==> config.mk <==
export PLATFORM = sky130hd
export DESIGN_NAME = fft_cmd_seq
export DESIGN_NICKNAME = d
export VERILOG_FILES = /design/src/rtl/fft_cmd_seq_pkg.sv /design/src/rtl/fft_stage_timer.sv /design/src/rtl/fft_cmd_seq.sv
export SDC_FILE = /design/constraint.sdc
export NUM_CORES = 1
export LEC_CHECK = 0
export CORE_MARGIN = 2
export CORE_UTILIZATION = 30
export CTS_CLUSTER_SIZE = 24
export DETAILED_ROUTE_END_ITERATION = 10
export PLACE_DENSITY_LB_ADDON = 0.08
export SYNTH_ARGS = -nofsm -noshare
export SYNTH_HDL_FRONTEND = slang
export SYNTH_SLANG_ARGS = --single-unit
export TNS_END_PERCENT = 1
==> constraint.sdc <==
create_clock -name clk -period 3.23 [get_ports clk]
set_clock_uncertainty 0.2 [all_clocks]
set_input_delay 0.646 -clock clk [delete_from_list [all_inputs] [get_ports clk]]
set_output_delay 0.646 -clock clk [all_outputs]
set_load 0.02 [all_outputs]
==> src/rtl/fft_cmd_seq_pkg.sv <==
// Shared constants for the FFT command sequencer: ALU class code, opcodes, states.
// Opcode FFT_OP_PERF is only decoded when FFT_PERF_EN is defined.
package fft_cmd_seq_pkg;

  localparam logic [1:0] ALU_RTYPE = 2'b10;

  localparam logic [2:0] FFT_OP_LOAD     = 3'b001;
  localparam logic [2:0] FFT_OP_CAL_FFT  = 3'b010;
  localparam logic [2:0] FFT_OP_CAL_IFFT = 3'b011;
  localparam logic [2:0] FFT_OP_EXP_RE   = 3'b100;
  localparam logic [2:0] FFT_OP_EXP_IM   = 3'b101;
  localparam logic [2:0] FFT_OP_PERF     = 3'b110;

  typedef enum logic [1:0] {
    ST_IDLE = 2'd0,
    ST_CALC = 2'd1,
    ST_DONE = 2'd2
  } fft_state_e;

  typedef struct packed {
    logic [2:0] op;
    logic [3:0] rsvd;
  } fft_funct7_t;

endpackage

==> src/rtl/fft_stage_timer.sv <==
// Butterfly stage timer: cycle counter within a stage plus stage counter.
// Counters sit at zero whenever run is low.
module fft_stage_timer #(
  parameter int unsigned N_STAGES     = 3,
  parameter int unsigned STAGE_CYCLES = 2,
  parameter int unsigned STG_W        = 3
) (
  input  logic             clk,
  input  logic             rst_n,
  input  logic             run,
  output logic             stage_go,
  output logic [STG_W-1:0] stage_idx,
  output logic             last_stage
);

  localparam int unsigned CYC_W = 4;

  logic [CYC_W-1:0] cyc_q, cyc_d;
  logic [STG_W-1:0] stg_q, stg_d;
  logic             last_cyc;

  always_ff @(posedge clk or negedge rst_n) begin
    if (!rst_n) begin
      cyc_q <= '0;
      stg_q <= '0;
    end else begin
      cyc_q <= cyc_d;
      stg_q <= stg_d;
    end
  end

  always_comb begin
    cyc_d      = cyc_q;
    stg_d      = stg_q;
    last_cyc   = (cyc_q == CYC_W'(STAGE_CYCLES - 1));
    last_stage = run && last_cyc && (stg_q == STG_W'(N_STAGES - 1));
    if (!run || last_stage) begin
      cyc_d = '0;
      stg_d = '0;
    end else if (last_cyc) begin
      cyc_d = '0;
      stg_d = stg_q + STG_W'(1);
    end else begin
      cyc_d = cyc_q + CYC_W'(1);
    end
  end

  assign stage_go  = run && (cyc_q == '0);
  assign stage_idx = stg_q;

endmodule

==> src/rtl/fft_cmd_seq.sv <==
// FFT/IFFT command decoder and stage sequencer driving the butterfly datapath.
// Define FFT_PERF_EN to add the perf_cycles counter and the PERF_RD opcode.
module fft_cmd_seq
  import fft_cmd_seq_pkg::*;
#(
  parameter int unsigned N_POINTS     = 8,
  parameter int unsigned IDX_W        = 6,
  parameter int unsigned STAGE_CYCLES = 2,
  parameter int unsigned DATA_W       = 32,
  localparam int unsigned STG_W       = $clog2($clog2(N_POINTS)) + 1
) (
  input  logic              clk,
  input  logic              rst_n,
  input  logic              cmd_valid,
  output logic              cmd_ready,
  input  logic [1:0]        aluop,
  input  logic [2:0]        funct3,
  input  logic [6:0]        funct7,
  input  logic [DATA_W-1:0] op_b,
  output logic              ld_we,
  output logic [IDX_W-1:0]  ld_idx,
  output logic              stage_go,
  output logic [STG_W-1:0]  stage_idx,
  output logic              inverse,
  output logic [IDX_W:0]    exp_sel,
  output logic              done,
  output logic              busy,
  output logic              err
`ifdef FFT_PERF_EN
  ,
  output logic [31:0]       perf_cycles
`endif
);

  localparam int unsigned LOG2N = $clog2(N_POINTS);

  fft_state_e          state_q, state_d;
  logic [N_POINTS-1:0] mask_q, mask_d;
  logic                rv_q, rv_d;
  logic                err_q, err_d;
  logic                inv_q, inv_d;

  fft_funct7_t      f7;
  logic [IDX_W-1:0] idx;
  logic             in_range, is_ours, idle, all_loaded, last_stage;
  logic             unused_op_b;

  assign f7          = funct7;
  assign idx         = op_b[IDX_W-1:0];
  assign unused_op_b = ^op_b[DATA_W-1:IDX_W];
  assign in_range    = (32'(idx) < N_POINTS);
  assign is_ours     = cmd_valid && (aluop == ALU_RTYPE) && (funct3 == 3'h0) && (f7.rsvd == 4'h0);
  assign idle        = (state_q == ST_IDLE);
  assign all_loaded  = &mask_q;

  fft_stage_timer #(
    .N_STAGES    (LOG2N),
    .STAGE_CYCLES(STAGE_CYCLES),
    .STG_W       (STG_W)
  ) u_timer (
    .clk       (clk),
    .rst_n     (rst_n),
    .run       (state_q == ST_CALC),
    .stage_go  (stage_go),
    .stage_idx (stage_idx),
    .last_stage(last_stage)
  );

  always_ff @(posedge clk or negedge rst_n) begin
    if (!rst_n) state_q <= ST_IDLE;
    else        state_q <= state_d;
  end

  always_comb begin
    state_d = state_q;
    case (state_q)
      ST_IDLE: if (is_ours && all_loaded &&
                   (f7.op == FFT_OP_CAL_FFT || f7.op == FFT_OP_CAL_IFFT)) state_d = ST_CALC;
      ST_CALC: if (last_stage) state_d = ST_DONE;
      ST_DONE: state_d = ST_IDLE;
      default: state_d = ST_IDLE;
    endcase
  end

  // Command decode plus next values of the sequencer bookkeeping flops.
  always_comb begin
    cmd_ready = idle;
    busy      = (state_q == ST_CALC);
    done      = (state_q == ST_DONE);
    inverse   = busy && inv_q;
    ld_we     = 1'b0;
    ld_idx    = '0;
    exp_sel   = '0;
    mask_d    = mask_q;
    rv_d      = rv_q;
    err_d     = err_q;
    inv_d     = inv_q;
    if (is_ours && idle) begin
      case (f7.op)
        FFT_OP_LOAD: begin
          if (in_range) begin
            ld_we  = 1'b1;
            ld_idx = idx;
            mask_d = mask_q | (N_POINTS'(1) << idx);
            rv_d   = 1'b0;
          end else begin
            err_d = 1'b1;
          end
        end
        FFT_OP_CAL_FFT, FFT_OP_CAL_IFFT: begin
          if (all_loaded) inv_d = f7.op[0];
          else            err_d = 1'b1;
        end
        FFT_OP_EXP_RE, FFT_OP_EXP_IM: begin
          if (rv_q && in_range) exp_sel = {f7.op[0], idx};
          else                  err_d   = 1'b1;
        end
`ifdef FFT_PERF_EN
        FFT_OP_PERF: exp_sel = '1;
`endif
        default: ;
      endcase
    end
    // Each transform consumes the loaded points; a new CAL needs a full reload.
    if (busy && last_stage) begin
      mask_d = '0;
      rv_d   = 1'b1;
    end
  end

  always_ff @(posedge clk or negedge rst_n) begin
    if (!rst_n) begin
      mask_q <= '0;
      rv_q   <= 1'b0;
      err_q  <= 1'b0;
      inv_q  <= 1'b0;
    end else begin
      mask_q <= mask_d;
      rv_q   <= rv_d;
      err_q  <= err_d;
      inv_q  <= inv_d;
    end
  end

  assign err = err_q;

`ifdef FFT_PERF_EN
  logic [31:0] perf_q, perf_d;

  always_comb begin
    perf_d = perf_q;
    if (busy && (perf_q != '1)) perf_d = perf_q + 32'd1;
  end

  always_ff @(posedge clk or negedge rst_n) begin
    if (!rst_n) perf_q <= '0;
    else        perf_q <= perf_d;
  end

  assign perf_cycles = perf_q;
`endif

endmodule

## After elaboration in Yosys (flattened, before gate mapping)

Cells that the tools add are included.

| word-level totals | value |
|---|---|
| register bits | 20 |
| input port bits | 47 |
| output and inout port bits | 23 |
| logic and storage cells | 86 |

| operators by class | value |
|---|---|
| add/sub/neg operators | 2 |
| reductions and logical operators | 31 |
| muxes and demuxes | 28 |
| magnitude comparators | 1 |
| shift-type cells | 1 |
| bitwise gates (word level) | 1 |
| equal/unequal tests | 15 |

Operators by type and width:

| operator | number |
|---|---|
| $mux 8 | 4 |
| $mux 7 | 3 |
| $mux 6 | 3 |
| $logic_and 1x1->1 | 12 |
| $mux 1 | 10 |
| $reduce_and 10->1 | 1 |
| $eq 3x2->1 const B | 3 |
| $logic_not 4->1 | 2 |
| $mux 4 | 2 |
| $ne 2x2->1 const B | 4 |
| $or 8x8->8 | 1 |
| $reduce_and 8->1 | 1 |
| $reduce_bool 2->1 | 4 |
| $shl 1x6->8 const A | 1 |
| $eq 3x3->1 const B | 2 |
| $lt 6x4->1 const B | 1 |
| $mux 3 | 2 |
| $reduce_and 5->1 | 1 |
| $add 4x1->4 const B | 1 |
| $eq 2x2->1 const B | 2 |
| $eq 4x1->1 const B | 1 |
| $mux 2 | 2 |
| $pmux 2 s2 | 1 |
| $reduce_or 2->1 | 2 |
| 12 further kinds | 13 |

## Depth between registers and ports, before layout

| logic depth | value |
|---|---|
| depth in word-level cells | 8 |
| mapped depth | 7 |
| mapped depth without buffers | 7 |

## Modules after synthesis

Synthesis repeated with hierarchy kept, for this count alone.

| unflattened totals | value |
|---|---|
| cells, all modules | 121 |
| area, all modules | 1,148.6 um2 |

Modules (own cells, without submodules):

| module | sequential area each (um2) | times used | area each (um2) | cells each |
|---|---|---|---|---|
| fft_cmd_seq | 325.3 | 1 | 777.0 | 84 |
| fft_stage_timer | 175.2 | 1 | 371.6 | 37 |

## Worst setup path before layout

No wires, ideal clock.

| timing path | value |
|---|---|
| kind | input to output |
| start point | input port aluop[0] |
| end point | output port ld_idx[0] |
| stages | 4 |
| data required time | 2.384 ns |
| data arrival time | 1.883 ns |
| buffers on the path | 0 |
| setup slack | 0.501 ns |
| cells stage by stage | nor4b_1 -> nand3_1 -> nor2_1 -> and2_1 |

| between the ends | value |
|---|---|
| cells in the longest elaborated chain, start to end | 6 |

Ends and longest elaborated chain:

| element | RTL line | source |
|---|---|---|
| start: declaration | fft_cmd_seq.sv:16 | `input logic [1:0] aluop,` |
| $eq 2x2->1 | fft_cmd_seq.sv:52 | `assign is_ours = cmd_valid && (aluop == ALU_RTYPE) && (funct3 == 3'h0) && (f7.rsvd == 4'h0);` |
| $logic_and 1x1->1 (3 in series) | fft_cmd_seq.sv:52 |  |
| $logic_and 1x1->1 | fft_cmd_seq.sv:98 | `if (is_ours && idle) begin` |
| $mux 6 | fft_cmd_seq.sv:98 |  |
| end: declaration | fft_cmd_seq.sv:21 | `output logic [IDX_W-1:0] ld_idx,` |

No other way between the ends.

## Final worst setup path

| timing path | value |
|---|---|
| start point | input port aluop[0] |
| end point | output port exp_sel[1] |

| between the ends | value |
|---|---|
| cells in the longest elaborated chain, start to end | 6 |

Ends and longest elaborated chain:

| element | RTL line | source |
|---|---|---|
| $eq 2x2->1 | fft_cmd_seq.sv:52 |  |
| $logic_and 1x1->1 (3 in series) | fft_cmd_seq.sv:52 |  |
| $logic_and 1x1->1 | fft_cmd_seq.sv:98 |  |
| $mux 7 | fft_cmd_seq.sv:98 |  |
| end: declaration | fft_cmd_seq.sv:25 | `output logic [IDX_W:0] exp_sel,` |

No other way between the ends.

==> out/metrics.yaml <==
run_status:
  outcome: "completed"
timing:
  relSlewSlack: 0.642
  hold_viol: 0
  setup_violations: 0
  maxSlewViolCount: 0
  timing.fmax_mhz: 317
  period_share: 0.977
  post-route-min-period_ns: 3.15
  grt_setup_unrepaired: "true"
  tightest_slew_ns: 0.535
  setup-tns-final_ns: 0
pwr:
  totalPowerFinal_uw: 461
  power.density_nw_per_um2: 289
  leakage_nw: 0.711
  max-vdd-ir-drop_mv: 0.232
detailed_routing:
  ant_nets: 0
  vias: 1015
  dr.pass1.iters: 4
  via_per_inst: 4.88
  dr.first_iter.drc_count: 11
  drt_wl_total_um: 2680
  drcViolationCount: 0
  wl_per_cell_um: 12.9
grt:
  grt_use_met1: 0.170
  grt_start_max_net_pins: 21
  grt.busiest_layer: "met2"
  grt_pass1_vias: 989
  grt_usage: 0.137
  overflow: 0
  grt_antenna_before_repair: 0
  grt_first_pass_wirelength_um: 4510
  grt_use_met2: 0.220
  use_met3: 0.0399
placement:
  gp_congestion: 0.825
  placed_area_um2: 1560
  dp_hpwl_um: 2070
  port_buffers: 37
  dp.cells: 205
clock_tree:
  cts_root_buf: "clkbuf_8"
  clkLatencyLatePin_ns: 0.25
  cts.sinks: 20
  cts_buffers: 3
  cts_tree: "done"
  clk_path_buf_depth: 2
  clock_tree.htree_level_count: 1
  ctsHoldBuffers: 0
  clk_pin_slew_ns: 0.07
critical_path:
  worstPathCellList: "clkdlybuf4s50_1 -> nor4b_2 -> nand3_1 -> nor4_1 -> buf_4 -> and2_1 -> clkdlybuf4s15_2"
  end_kind: "output pin"
  critPathMaxStageDelay_ns: 0.42
  startpoint: "aluop[0]"
  cp.arrival_ns: 2.31
  required_ns: 2.38
  cp_top_family: "buffers and inverters"
  r2r-start: "u_timer.cyc_q[1]$_DFF_PN0_"
  cp_num_buf_inv: 3
  crit_type: "primary input to output pin"
  critPathMaxFanout: 4
  cp_slowest_cell: "clkdlybuf4s50_1"
  worstSetupStartpointType: "primary input"
final_layout:
  drive_above_1_share: 0.163
  utilization: 0.442
  area_growth_pct: 43.6
  n_antenna_cell: 0
  fin_area_um2: 1590
  final_cells: 208
  fin_nets: 211
synthesis:
  yosysSeqAreaShare: 0.451
  syn_area_um2: 1110
  yosysUniqueCellTypes: 35
  synthCells: 115
  synth-seq-cells: 20
  dominantRegCellSynth: "dfrtp_1"
  synth.avg_cell_area_um2: 9.65
  synth-async-reset-ratio: 1.00
  ys_warn_count: 0
  synth_edf_count: 0
hold_path:
  hold_path_startpoint: "err$_DFFE_PN0P_"
  hp-class: "register to register"
floorplanning:
  coreArea_um2: 3610
  die_h_um: 64.8
  dieWidth_um: 64.8
  initial_core_util: 0.308
  rows: 22
  die-area_um2: 4200
  ios: 70
flow_run:
  max_cap_viol_count: 0
## final cells by class
| type | count | area, um2 |
|---|---|---|
| inverters | 8 | 30.0 |
| multi-input cells | 83 | 554 |
| flip-flops and latches | 20 | 500 |
| well taps | 48 | 60.1 |
| fillers | 372 | 2010 |
| repair buffers | 46 | 408 |
| clock buffers | 3 | 41.3 |
## sequential cells by signal, summed over array words and instances, names as in the netlist
name / count
u_timer.stage_idx: 3
state_q: 2
u_timer.cyc_q: 4
rv_q: 1
mask_q: 8
inv_q: 1
err: 1
## logic make-up (layout without fill, tap and decap cells)
logic type / after synthesis / in the layout / synth area share
AOI/OAI and AO/OA: 17 / 17 / 0.114
adders and majority gates: 2 / 2 / 0.0225
DFF: 20 / 20 / 0.451
buffers and inverters: 17 / 57 / 0.0857
other: 1 / 6 / 0.00338
muxes: 2 / 2 / 0.0192
and+or+nand+nor: 54 / 54 / 0.289
xor gates and xnor gates: 2 / 2 / 0.0158
## stage by stage
stage	hold WS (ns)	worst slack, ns
floorplan	0.150	0.501
global placement	0.255	-0.415
detailed placement	0.263	-0.426
CTS	0.282	0.0141
global route	0.329	-0.00405
finish	0.278	0.0757
## cells in the final DEF (no fill, tap or decap), drive strengths merged, types with 2 or more instances in the layout
| cell type | synthesis | routed |
|---|---|---|
| nand2 | 5 | 5 |
| o21ai | 4 | 4 |
| a32o | 4 | 4 |
| or3 | 2 | 2 |
| inv | 8 | 8 |
| clkdlybuf4s50 | 0 | 29 |
| nor2b | 2 | 2 |
| ha | 2 | 2 |
| a21oi | 3 | 3 |
| conb | 1 | 6 |
| and2 | 8 | 8 |
| nand3 | 3 | 3 |
| a22o | 4 | 4 |
| nor4 | 3 | 3 |
| nor3 | 4 | 4 |
| dfrtp | 20 | 20 |
| nor3b | 2 | 2 |
| clkbuf | 1 | 9 |
| nand4 | 2 | 2 |
| nor2 | 11 | 11 |
| and3 | 3 | 3 |
| xor2 | 2 | 2 |
| nand2b | 2 | 2 |
| nor4b | 4 | 4 |
| buf | 8 | 9 |
## power breakdown
group	switching [mW]	internal, mW
registers	0.0000157	0.250
clock network	0.0752	0.0829
logic	0.0242	0.0287
total	0.0994	0.362
## cells in the mapped netlist (all sizes together) (2+ instances only)
cell,number,share of area
o21ai,4,0.018
nor2,11,0.037
nand4,2,0.011
ha,2,0.023
or3,2,0.016
a32o,4,0.036
a22o,4,0.032
dfrtp,20,0.45
nor2b,2,0.011
nor3,4,0.018
nor3b,2,0.014
a21oi,3,0.014
nand3,3,0.014
nand2,5,0.017
inv,8,0.027
xor2,2,0.016
and3,3,0.021
nand2b,2,0.011
buf,8,0.055
and2,8,0.045
nor4b,4,0.032
nor4,3,0.017
## layer usage
metal  vias up  wire (um)
li1        491          -
met2        29       1250
met3         2        151
met1       493       1260
met5         -          0
met4         0         23
## what timing repair did
| action | in CTS | in global routing |
|---|---|---|
| gates resized for setup | 17 | 9 |
| endpoints found under the hold margin | 0 | 0 |
| setup endpoints to repair | 8 | 7 |
| setup buffers | 0 | 0 |
## final timing paths
kind                                         end  slack, ns  cells past startpoint
min reg2reg                      err$_DFFE_PN0P_       0.28                      2
max                                   exp_sel[1]       0.08                      7
min                              err$_DFFE_PN0P_       0.28                      2
max in group asynchronous  mask_q[7]$_DFFE_PN0P_       2.08                      2
max reg2reg                mask_q[4]$_DFFE_PN0P_       0.87                      5
min in group asynchronous       rv_q$_DFFE_PN0P_       0.54                      2
## worst reg2reg max path: stages (launching register included)
cell and delay [ns]:
dfrtp_1 0.43, or4b_1 0.67, or3_4 0.49, inv_1 0.10
nor3b_1 0.09, a32o_1 0.28
No activity file was read; power rests on OpenSTA's default activity.
